## src/rtl/ar_req_arbiter_buffer.sv

```systemverilog
// Multi-channel AXI AR request buffer: per-channel FIFOs, a QoS-aware round-robin
// arbiter, a registered AR master output and an outstanding-burst credit counter.
module ar_req_arbiter_buffer #(
  parameter int unsigned NUM_CH          = 2,
  parameter int unsigned ID_WIDTH        = 4,
  parameter int unsigned ADDR_WIDTH      = 32,
  parameter int unsigned LEN_WIDTH       = 8,
  parameter int unsigned TAG_WIDTH       = 4,
  parameter int unsigned FIFO_DEPTH      = 16,
  parameter int unsigned MAX_OUTSTANDING = 8
) (
  input  logic                                            clk,
  input  logic                                            rst_n,
  input  logic [NUM_CH-1:0]                               in_valid,
  output logic [NUM_CH-1:0]                               in_ready,
  input  logic [NUM_CH*ID_WIDTH-1:0]                      in_id,
  input  logic [NUM_CH*ADDR_WIDTH-1:0]                    in_addr,
  input  logic [NUM_CH*LEN_WIDTH-1:0]                     in_len,
  input  logic [NUM_CH*3-1:0]                             in_size,
  input  logic [NUM_CH*2-1:0]                             in_burst,
  input  logic [NUM_CH*4-1:0]                             in_qos,
  input  logic [NUM_CH*TAG_WIDTH-1:0]                     in_tagid,
  output logic                                            out_valid,
  input  logic                                            out_ready,
  output logic [ID_WIDTH-1:0]                             out_id,
  output logic [ADDR_WIDTH-1:0]                           out_addr,
  output logic [LEN_WIDTH-1:0]                            out_len,
  output logic [2:0]                                      out_size,
  output logic [1:0]                                      out_burst,
  output logic [3:0]                                      out_qos,
  output logic [TAG_WIDTH-1:0]                            out_tagid,
  output logic [((NUM_CH > 1) ? $clog2(NUM_CH) : 1)-1:0]  out_ch,
  input  logic                                            done,
  output logic [NUM_CH*($clog2(FIFO_DEPTH)+1)-1:0]        fill,
  output logic [$clog2(MAX_OUTSTANDING):0]                outstanding
);

  localparam int unsigned CH_W      = (NUM_CH > 1) ? $clog2(NUM_CH) : 1;
  localparam int unsigned PTR_W     = $clog2(FIFO_DEPTH);
  localparam int unsigned CNT_W     = PTR_W + 1;
  localparam int unsigned OUT_W     = $clog2(MAX_OUTSTANDING) + 1;
  localparam int unsigned TAG_LSB   = 0;
  localparam int unsigned QOS_LSB   = TAG_LSB + TAG_WIDTH;
  localparam int unsigned BURST_LSB = QOS_LSB + 4;
  localparam int unsigned SIZE_LSB  = BURST_LSB + 2;
  localparam int unsigned LEN_LSB   = SIZE_LSB + 3;
  localparam int unsigned ADDR_LSB  = LEN_LSB + LEN_WIDTH;
  localparam int unsigned ID_LSB    = ADDR_LSB + ADDR_WIDTH;
  localparam int unsigned PL_W      = ID_LSB + ID_WIDTH;

  logic [PL_W-1:0]  mem [NUM_CH][FIFO_DEPTH];
  logic [CNT_W-1:0] wr_ptr [NUM_CH];
  logic [CNT_W-1:0] rd_ptr [NUM_CH];
  logic [CNT_W-1:0] cnt [NUM_CH];
  logic [PL_W-1:0]  in_pl [NUM_CH];
  logic [PL_W-1:0]  head [NUM_CH];
  logic [3:0]       head_qos [NUM_CH];
  logic [NUM_CH-1:0] nonempty;
  logic [NUM_CH-1:0] push;
  logic [NUM_CH-1:0] pop;
  logic [CH_W-1:0]  rr_ptr;
  logic [CH_W-1:0]  win;
  logic [CH_W-1:0]  idx;
  logic [3:0]       max_qos;
  logic             any_head;
  logic             found;
  logic             credit_ok;
  logic             issue;
  logic             dec;
  logic [PL_W-1:0]  win_pl;

  // Per-channel FIFO status, payload packing and head extraction
  always_comb begin
    in_ready = '0;
    nonempty = '0;
    push     = '0;
    pop      = '0;
    fill     = '0;
    for (int c = 0; c < NUM_CH; c++) begin
      in_pl[c] = {in_id[c*ID_WIDTH +: ID_WIDTH], in_addr[c*ADDR_WIDTH +: ADDR_WIDTH],
                  in_len[c*LEN_WIDTH +: LEN_WIDTH], in_size[c*3 +: 3], in_burst[c*2 +: 2],
                  in_qos[c*4 +: 4], in_tagid[c*TAG_WIDTH +: TAG_WIDTH]};
      // Full when the wrap bits differ but the index bits match
      in_ready[c] = !((wr_ptr[c][PTR_W] != rd_ptr[c][PTR_W]) &&
                      (wr_ptr[c][PTR_W-1:0] == rd_ptr[c][PTR_W-1:0]));
      nonempty[c] = (wr_ptr[c] != rd_ptr[c]);
      push[c]     = in_valid[c] && in_ready[c];
      pop[c]      = issue && (win == CH_W'(c));
      head[c]     = mem[c][rd_ptr[c][PTR_W-1:0]];
      head_qos[c] = head[c][QOS_LSB +: 4];
      fill[c*CNT_W +: CNT_W] = cnt[c];
    end
  end

  // Highest head QoS wins; ties resolved round-robin from rr_ptr upward
  always_comb begin
    max_qos  = '0;
    any_head = 1'b0;
    win      = '0;
    found    = 1'b0;
    idx      = '0;
    for (int c = 0; c < NUM_CH; c++) begin
      if (nonempty[c] && (!any_head || (head_qos[c] > max_qos))) begin
        max_qos  = head_qos[c];
        any_head = 1'b1;
      end
    end
    for (int k = 0; k < NUM_CH; k++) begin
      idx = CH_W'((int'(rr_ptr) + k) % int'(NUM_CH));
      if (!found && nonempty[idx] && (head_qos[idx] == max_qos)) begin
        win   = idx;
        found = 1'b1;
      end
    end
    win_pl = head[win];
  end

  always_comb begin
    credit_ok = (outstanding < OUT_W'(MAX_OUTSTANDING)) ||
                ((outstanding == OUT_W'(MAX_OUTSTANDING)) && done);
    issue     = (!out_valid || out_ready) && any_head && credit_ok;
    dec       = done && (outstanding != '0);
  end

  // FIFO storage carries no reset; validity is tracked by the pointers
  always_ff @(posedge clk) begin
    for (int c = 0; c < NUM_CH; c++) begin
      if (push[c]) mem[c][wr_ptr[c][PTR_W-1:0]] <= in_pl[c];
    end
  end

  always_ff @(posedge clk or negedge rst_n) begin
    if (!rst_n) begin
      for (int c = 0; c < NUM_CH; c++) begin
        wr_ptr[c] <= '0;
        rd_ptr[c] <= '0;
        cnt[c]    <= '0;
      end
    end else begin
      for (int c = 0; c < NUM_CH; c++) begin
        if (push[c]) wr_ptr[c] <= wr_ptr[c] + CNT_W'(1);
        if (pop[c])  rd_ptr[c] <= rd_ptr[c] + CNT_W'(1);
        if (push[c] && !pop[c])      cnt[c] <= cnt[c] + CNT_W'(1);
        else if (pop[c] && !push[c]) cnt[c] <= cnt[c] - CNT_W'(1);
      end
    end
  end

  // AR output register: loads on issue, holds until handshake
  always_ff @(posedge clk or negedge rst_n) begin
    if (!rst_n) begin
      out_valid <= 1'b0;
      out_id    <= '0;
      out_addr  <= '0;
      out_len   <= '0;
      out_size  <= '0;
      out_burst <= '0;
      out_qos   <= '0;
      out_tagid <= '0;
      out_ch    <= '0;
      rr_ptr    <= '0;
    end else if (issue) begin
      out_valid <= 1'b1;
      out_id    <= win_pl[ID_LSB +: ID_WIDTH];
      out_addr  <= win_pl[ADDR_LSB +: ADDR_WIDTH];
      out_len   <= win_pl[LEN_LSB +: LEN_WIDTH];
      out_size  <= win_pl[SIZE_LSB +: 3];
      out_burst <= win_pl[BURST_LSB +: 2];
      out_qos   <= win_pl[QOS_LSB +: 4];
      out_tagid <= win_pl[TAG_LSB +: TAG_WIDTH];
      out_ch    <= win;
      rr_ptr    <= CH_W'((int'(win) + 1) % int'(NUM_CH));
    end else if (out_ready) begin
      out_valid <= 1'b0;
    end
  end

  // Credits are taken at issue time, so a held request already counts
  always_ff @(posedge clk or negedge rst_n) begin
    if (!rst_n) begin
      outstanding <= '0;
    end else if (issue && !dec) begin
      outstanding <= outstanding + OUT_W'(1);
    end else if (!issue && dec) begin
      outstanding <= outstanding - OUT_W'(1);
    end
  end

endmodule

```

## config.mk

```make
export PLATFORM = sky130hd
export DESIGN_NAME = ar_req_arbiter_buffer
export DESIGN_NICKNAME = d
export VERILOG_FILES = /design/src/rtl/ar_req_arbiter_buffer.sv
export SDC_FILE = /design/constraint.sdc
export NUM_CORES = 2
export LEC_CHECK = 0
export BUFFER_PORTS_ARGS = -buffer_cell sky130_fd_sc_hd__buf_2
export CAP_MARGIN = 20
export CELL_PAD_IN_SITES_DETAIL_PLACEMENT = 0
export CELL_PAD_IN_SITES_GLOBAL_PLACEMENT = 2
export CORE_MARGIN = 4
export CORE_UTILIZATION = 50
export DETAILED_ROUTE_END_ITERATION = 10
export GPL_TIMING_DRIVEN = 0
export PLACE_DENSITY_LB_ADDON = 0.12
export SYNTH_ARGS = -nofsm -noshare
export SYNTH_HDL_FRONTEND = slang
export SYNTH_SLANG_ARGS = --single-unit
```

## constraint.sdc

```tcl
create_clock -name clk -period 9.74 [get_ports clk]
set_input_delay 0 -clock clk [delete_from_list [all_inputs] [get_ports clk]]
set_output_delay 0 -clock clk [all_outputs]
set_load 0.005 [all_outputs]
```

; ---- Yosys cells after proc, flatten, opt, wreduce, memory -nomap -nowiden
; Memories as Yosys holds them, arrays and structs flattened.
; Index checks and enable logic that the tools add are counted.
[word_totals]
ram_bits = 1824
n_memories = 1
input_bits = 120
output_inout_bits = 75
register_bits = 94
[mem_list]
columns = name, words, width, rd, rd_clocked_by_memory_dff, write_ports, line
row1 = mem, 2, 912, 2, 0, 2, 51  ; logic [PL_W-1:0] mem [NUM_CH][FIFO_DEPTH];
[op_classes]
mux = 42
magnitude_cmp = 13
add_sub_neg = 12
eq_ne = 9
bitwise = 8
n_reduce_logical = 41
[ops]
columns = cell, count
row1 = $mux W912, 2
row2 = $mux W57, 9
row3 = $bmux W57 S4, 2
row4 = $demux W57 S4, 2
row5 = $mux W4, 10
row6 = $add A5 B1 Y5 const B, 6
row7 = $logic_and A1 B1 Y1, 22
row8 = $ge A5 B5 Y1 const B, 4
row9 = $mux W5, 4
row10 = $not A4 Y5, 4
row11 = $eq A4 B4 Y1, 4
row12 = $mux W1, 13
row13 = $logic_not A1 Y1, 11
row14 = $lt A5 B1 Y1 const B, 2
row15 = $ne A5 B5 Y1, 2
row16 = $sub A5 B1 Y5 const B, 2
row17 = $reduce_bool A2 Y1, 4
row18 = $ge A2 B2 Y1 const B, 3
row19 = $not A1 Y2, 3
row20 = $add A4 B1 Y4 const B, 1
row21 = $eq A4 B4 Y1 const B, 1
row22 = $gt A4 B4 Y1, 1
row23 = $lt A1 B2 Y1 const B, 2
row24 = $lt A4 B4 Y1 const B, 1
row25 = other kinds (6), 10

; ---- Depth between registers and ports, before layout
[depth]
word_depth = 21
depth_mapped = 27
ltp_nobuf = 23

; ---- Least setup slack after synthesis
; No wires, ideal clock.
[synth_timing]
kind = reg-to-reg
from = reg rd_ptr[5] (netlist bit)
to = mem mem[0][684] (netlist bit), enable pin
slack_ns = 3.650
stages_incl_launch_ff = 10
arrival_ns = 5.548
required_ns = 9.198
period_less_slack_ns = 6.090
setup_ns = 0.542
path_cell_list = dfrtp_1 -> buf_2 -> buf_6 -> xnor2_1 -> and4_1 -> nand2_1 -> and2_1 -> clkbuf_1 -> nand2_1 -> nor3_1
[synth_lines]
columns = element, line
row1 = "start, declared", 53  ; logic [CNT_W-1:0] rd_ptr [NUM_CH];
row2 = "start signal, assigned by index", 142  ; if (pop[c]) rd_ptr[c] <= rd_ptr[c] + CNT_W'(1);
row3 = "end, declared", 51

; ---- Worst setup path in the final report
[layout_timing]
from = reg rd_ptr[1] (netlist bit)
to = reg cnt (netlist bit fill[9])
[layout_between]
elab_chain_cells = 19
elab_cells_between_ends = 42
[layout_rtl]
columns = element, line
row1 = $not A4 Y5 (not written as such), 89  ; head[c] = mem[c][rd_ptr[c][PTR_W-1:0]];
row2 = $bmux W57 S4, 89
row3 = $mux W57 (not written as such) (2 in series), 89
row4 = $gt A4 B4 Y1, 103  ; if (nonempty[c] && (!any_head || (head_qos[c] > max_qos))) begin
row5 = $logic_or A1 B1 Y1, 103
row6 = $logic_and A1 B1 Y1, 103
row7 = $mux W4, 103
row8 = $eq A4 B4 Y1, 110  ; if (!found && nonempty[idx] && (head_qos[idx] == max_qos)) begin
row9 = $logic_and A1 B1 Y1, 110
row10 = $mux W1, 110
row11 = $logic_not A1 Y1, 110
row12 = $logic_and A1 B1 Y1 (2 in series), 110
row13 = $mux W1, 110
row14 = $logic_and A1 B1 Y1, 88  ; pop[c] = issue && (win == CH_W'(c));
row15 = $logic_not A1 Y1, 143  ; if (push[c] && !pop[c]) cnt[c] <= cnt[c] + CNT_W'(1);
row16 = $logic_and A1 B1 Y1, 143
row17 = $mux W5 / $reduce_bool A2 Y1 (equally long branches), n/a
row18 = "end signal, assigned by index", 143
row19 = "end signal, assigned by index", 144  ; else if (pop[c] && !push[c]) cnt[c] <= cnt[c] - CNT_W'(1);
row20 = "end, declared", 54  ; logic [CNT_W-1:0] cnt [NUM_CH];
; Parallel ways exist; a longest one is shown, timed or not. The select of a mux whose other input is x is not followed.
; A chain may end at the register's enable or synchronous reset.

==> results.cfg <==
[outcome]
outcome = finished, final reports clean

[sta]
rsz0062_at_grt = no
setup_viol = 0
min_period_over_period_pct = 70.1
hold_viol = 0
tightest_slew_ns = 1.11
setup-tns-final_ns = 0
min_period_ns = 6.82
clock_skew_ns = 0.0212
slew_violations = 0
slew_headroom_pct = 26.3
timing.fmax_mhz = 147

[global_routing]
use_met1_pct = 33.3
use_met2_pct = 42.4
track_usage_pct = 24.9
grt_busiest_layer = met2
grt-ovfl-total = 0
grt_pass1_vias = 37100
antenna_found_initial = 23
grt_pass1_wl_um = 269000
grt_use_met3_pct = 4.80
grt_max_degree = 59

[yosys]
yosys-mux-area-fraction_pct = 17.3
ys_seq_area_share_pct = 77.4
synth_seq_cells = 1918
yosysWarnings = 0
synth-compound-area-share_pct = 1.23
synth.avg_cell_area_um2 = 23.2
yosys_most_used_dff = edfxtp_1
postSynth.asyncResetShare_pct = 4.90
synthCells = 3189
synth_edf_count = 1824
synth_cell_types = 53
synth_xor_area_share_pct = 0.534
synth-simple-area-share_pct = 1.94
synth_nets = 3337
synthAdderAreaFrac_pct = 0.505
synth_top_family_by_area = multiplexers
synth.cell_area_um2 = 73800

[place]
dp_cells = 5441
dp_hpwl_um = 129000
gp_congestion = 0.842
io_buffer_count = 194

[route]
ant_nets = 0
drt_iter0_drc = 3682
drt_first_pass_iters = 7
avgRoutedWirePerCell_um = 31.7
via_count = 36100
via_per_inst = 6.05
routed_wl_um = 189000
drc = 0

[clock_network]
cts-root-buf = clkbuf_16
cts-resized-gates = 0
cts_buffers = 193
clock_latency_ns = 0.81
numClockSinks = 1918
clock_path_buffers = 3
htreeDepth = 4
tritoncts = built
cts.clk_slew.worst_paths_ns = 0.06

[floorplanning]
num_rows = 140
fp.dieH_um = 392
initial_utilization_pct = 50.5
dieArea_um2 = 154000
fp.dieW_um = 392
io_pins = 195
core-area_um2 = 146000

[worst_setup_path]
cp_max_fo = 10
crit_path_start_kind = register
worst-r2r-cell-count = 21
endpoint_kind = register
critPathRequiredTime_ns = 10.42
regToRegSetupSlack_ns = 2.92
reg2reg_to = fill[9]
arrival_ns = 7.51
worstSetupPathType = register to register
reg2reg_from = rd_ptr[1]

[worst_hold_path]
holdPathStages = 2
min_to = mem[0][805]
min_path_type = input port to register
min_from = in_qos[3]

[layout]
final_nets = 4020
nFillCells = 10200
drive_gt1_share_pct = 31.3
area_growth_pct = 18.6
layout.area.seq_um2 = 57100
stdcell_count = 5963
fin_util_pct = 59.9
multi_input_area_um2 = 16100

[power]
vdd_ir_drop_max_v = 0.000195
p_leak_nw = 28.3
p_per_area_nw_per_um2 = 318

[job]
drv_cap = 0
==> worst max-delay path: stages, from the launching register on <==
cell and delay [ns]:
dfrtp_1 0.36, clkbuf_1 0.44, buf_1 0.70, mux2i_1 0.18, mux2i_1 0.77, ha_1 0.38
nor2b_1 0.15, o311ai_0 0.53, or2_2 0.24, o211ai_1 0.10, a32oi_1 0.23, o2111ai_1 0.20
o211a_1 0.29, o21ai_1 0.59, ha_1 0.31, inv_1 0.11, fa_1 0.42, a21o_1 0.17
a21oi_1 0.17, xnor2_1 0.14, nor2_1 0.07, xor2_1 0.15
==> layer usage <==
| metal | wire length [um] | share of wire, % |
|---|---|---|
| met1 | 74500 | 39 |
| met2 | 97800 | 52 |
| met3 | 12400 | 6.6 |
| met4 | 4250 | 2.2 |
| met5 | 41 | 0.022 |
==> worst max-delay path by stage <==
stage / start / end / cells past startpoint
6_report: rd_ptr[1] / fill[9] / 21
4_1_cts: rd_ptr[1] / fill[9] / 21
3_3_place_gp: rd_ptr[8] / mem[0][714] / 8
2_1_floorplan: rd_ptr[5] / mem[0][684] / 9
3_5_place_dp: rd_ptr[1] / fill[9] / 21
5_1_grt: rd_ptr[1] / fill[4] / 23
==> cells in the mapped netlist (all sizes together), types with 6 or more instances <==
cell type     n  area, um^2
nor2b         8        50.1
buf          64         322
nand3        61         305
nand2b        9        56.3
mux2i        17         170
xnor2        29         254
mux2          6        67.6
and2          6        37.5
a22oi         7        52.6
nand4        60         375
ha           25         313
mux4        557       12500
edfxtp     1824       54800
clkbuf      121         454
inv          14        52.6
o211ai       59         443
a21o          7        52.6
nand2        86         323
dfrtp        94        2350
xor2         16         140
a21oi        15        75.1
o21ai        17        85.1
nor3         15        85.1
nor2         37         139
==> through the flow <==
stage / worst slack (ns) / instance area (um^2) / hold WS [ns] / power (mW)
floorplan: 3.65 / 73800 / -0.296 / 16.7
global placement: -2.46 / 77200 / 0.303 / 20.2
detailed placement: 2.96 / 79700 / 0.0475 / 20.7
CTS: 2.94 / 87100 / 0.0488 / 27.9
global route: 2.59 / 87600 / 0.0969 / 29.0
finish: 2.92 / 87600 / 0.119 / 27.8
==> power by group <==
group          internal (mW)  total, mW  switching, mW  leakage (nW)
Sequential              10.1       10.4          0.335          17.6
Combinational           4.27       10.3           6.01          7.75
Clock                   4.13       7.15           3.02          2.96
==> layout make-up <==
class                   instances  area share (%)
flip-flops and latches       1918            65.2
multi-input cells            1072            18.4
clock buffers                 253            5.90
repair buffers                488            5.67
well taps                    1917            2.74
clock inverters               101            1.08
plain buffers                 185           0.886
inverters                      14          0.0600
diodes                         15          0.0429
==> flip-flops by register name (all words and copies together) (netlist names) <==
register,flops
fill,10
mem,1824
out_addr,32
out_burst,2
out_ch,1
out_id,4
out_len,8
out_qos,4
out_size,3
out_tagid,4
out_valid,1
outstanding,4
rd_ptr,10
rr_ptr,1
wr_ptr,10
==> repair_timing <==
| item | CTS | global route |
|---|---|---|
| endpoints found under the hold margin | 1929 | 0 |
| hold buffers | 122 | 0 |
| buffers inserted | 0 | 0 |
==> kinds of logic after synthesis <==
group,after synthesis
flops,1918
fa+ha+maj,28
simple gates,290
buf+inv,199
mux,580
xor+xnor,45
compound gates,129
==> layout by cell type (no fill, tap or decap), types with 24 or more instances in the layout <==
| cell type | Yosys | layout |
|---|---|---|
| buf_1 | 33 | 33 |
| buf_12 | 0 | 53 |
| buf_2 | 23 | 216 |
| buf_6 | 6 | 66 |
| buf_8 | 0 | 44 |
| clkbuf_1 | 121 | 173 |
| clkbuf_16 | 0 | 196 |
| clkinv_1 | 0 | 38 |
| clkinv_2 | 0 | 25 |
| dfrtp_1 | 94 | 94 |
| dlygate4sd3_1 | 0 | 121 |
| edfxtp_1 | 1824 | 1824 |
| ha_1 | 25 | 25 |
| mux4_2 | 557 | 557 |
| nand2_1 | 86 | 86 |
| nand3_1 | 61 | 61 |
| nand4_1 | 60 | 60 |
| nor2_4 | 0 | 24 |
| o211ai_1 | 59 | 59 |
| xnor2_1 | 29 | 29 |
(Power assumes the default switching activity.)
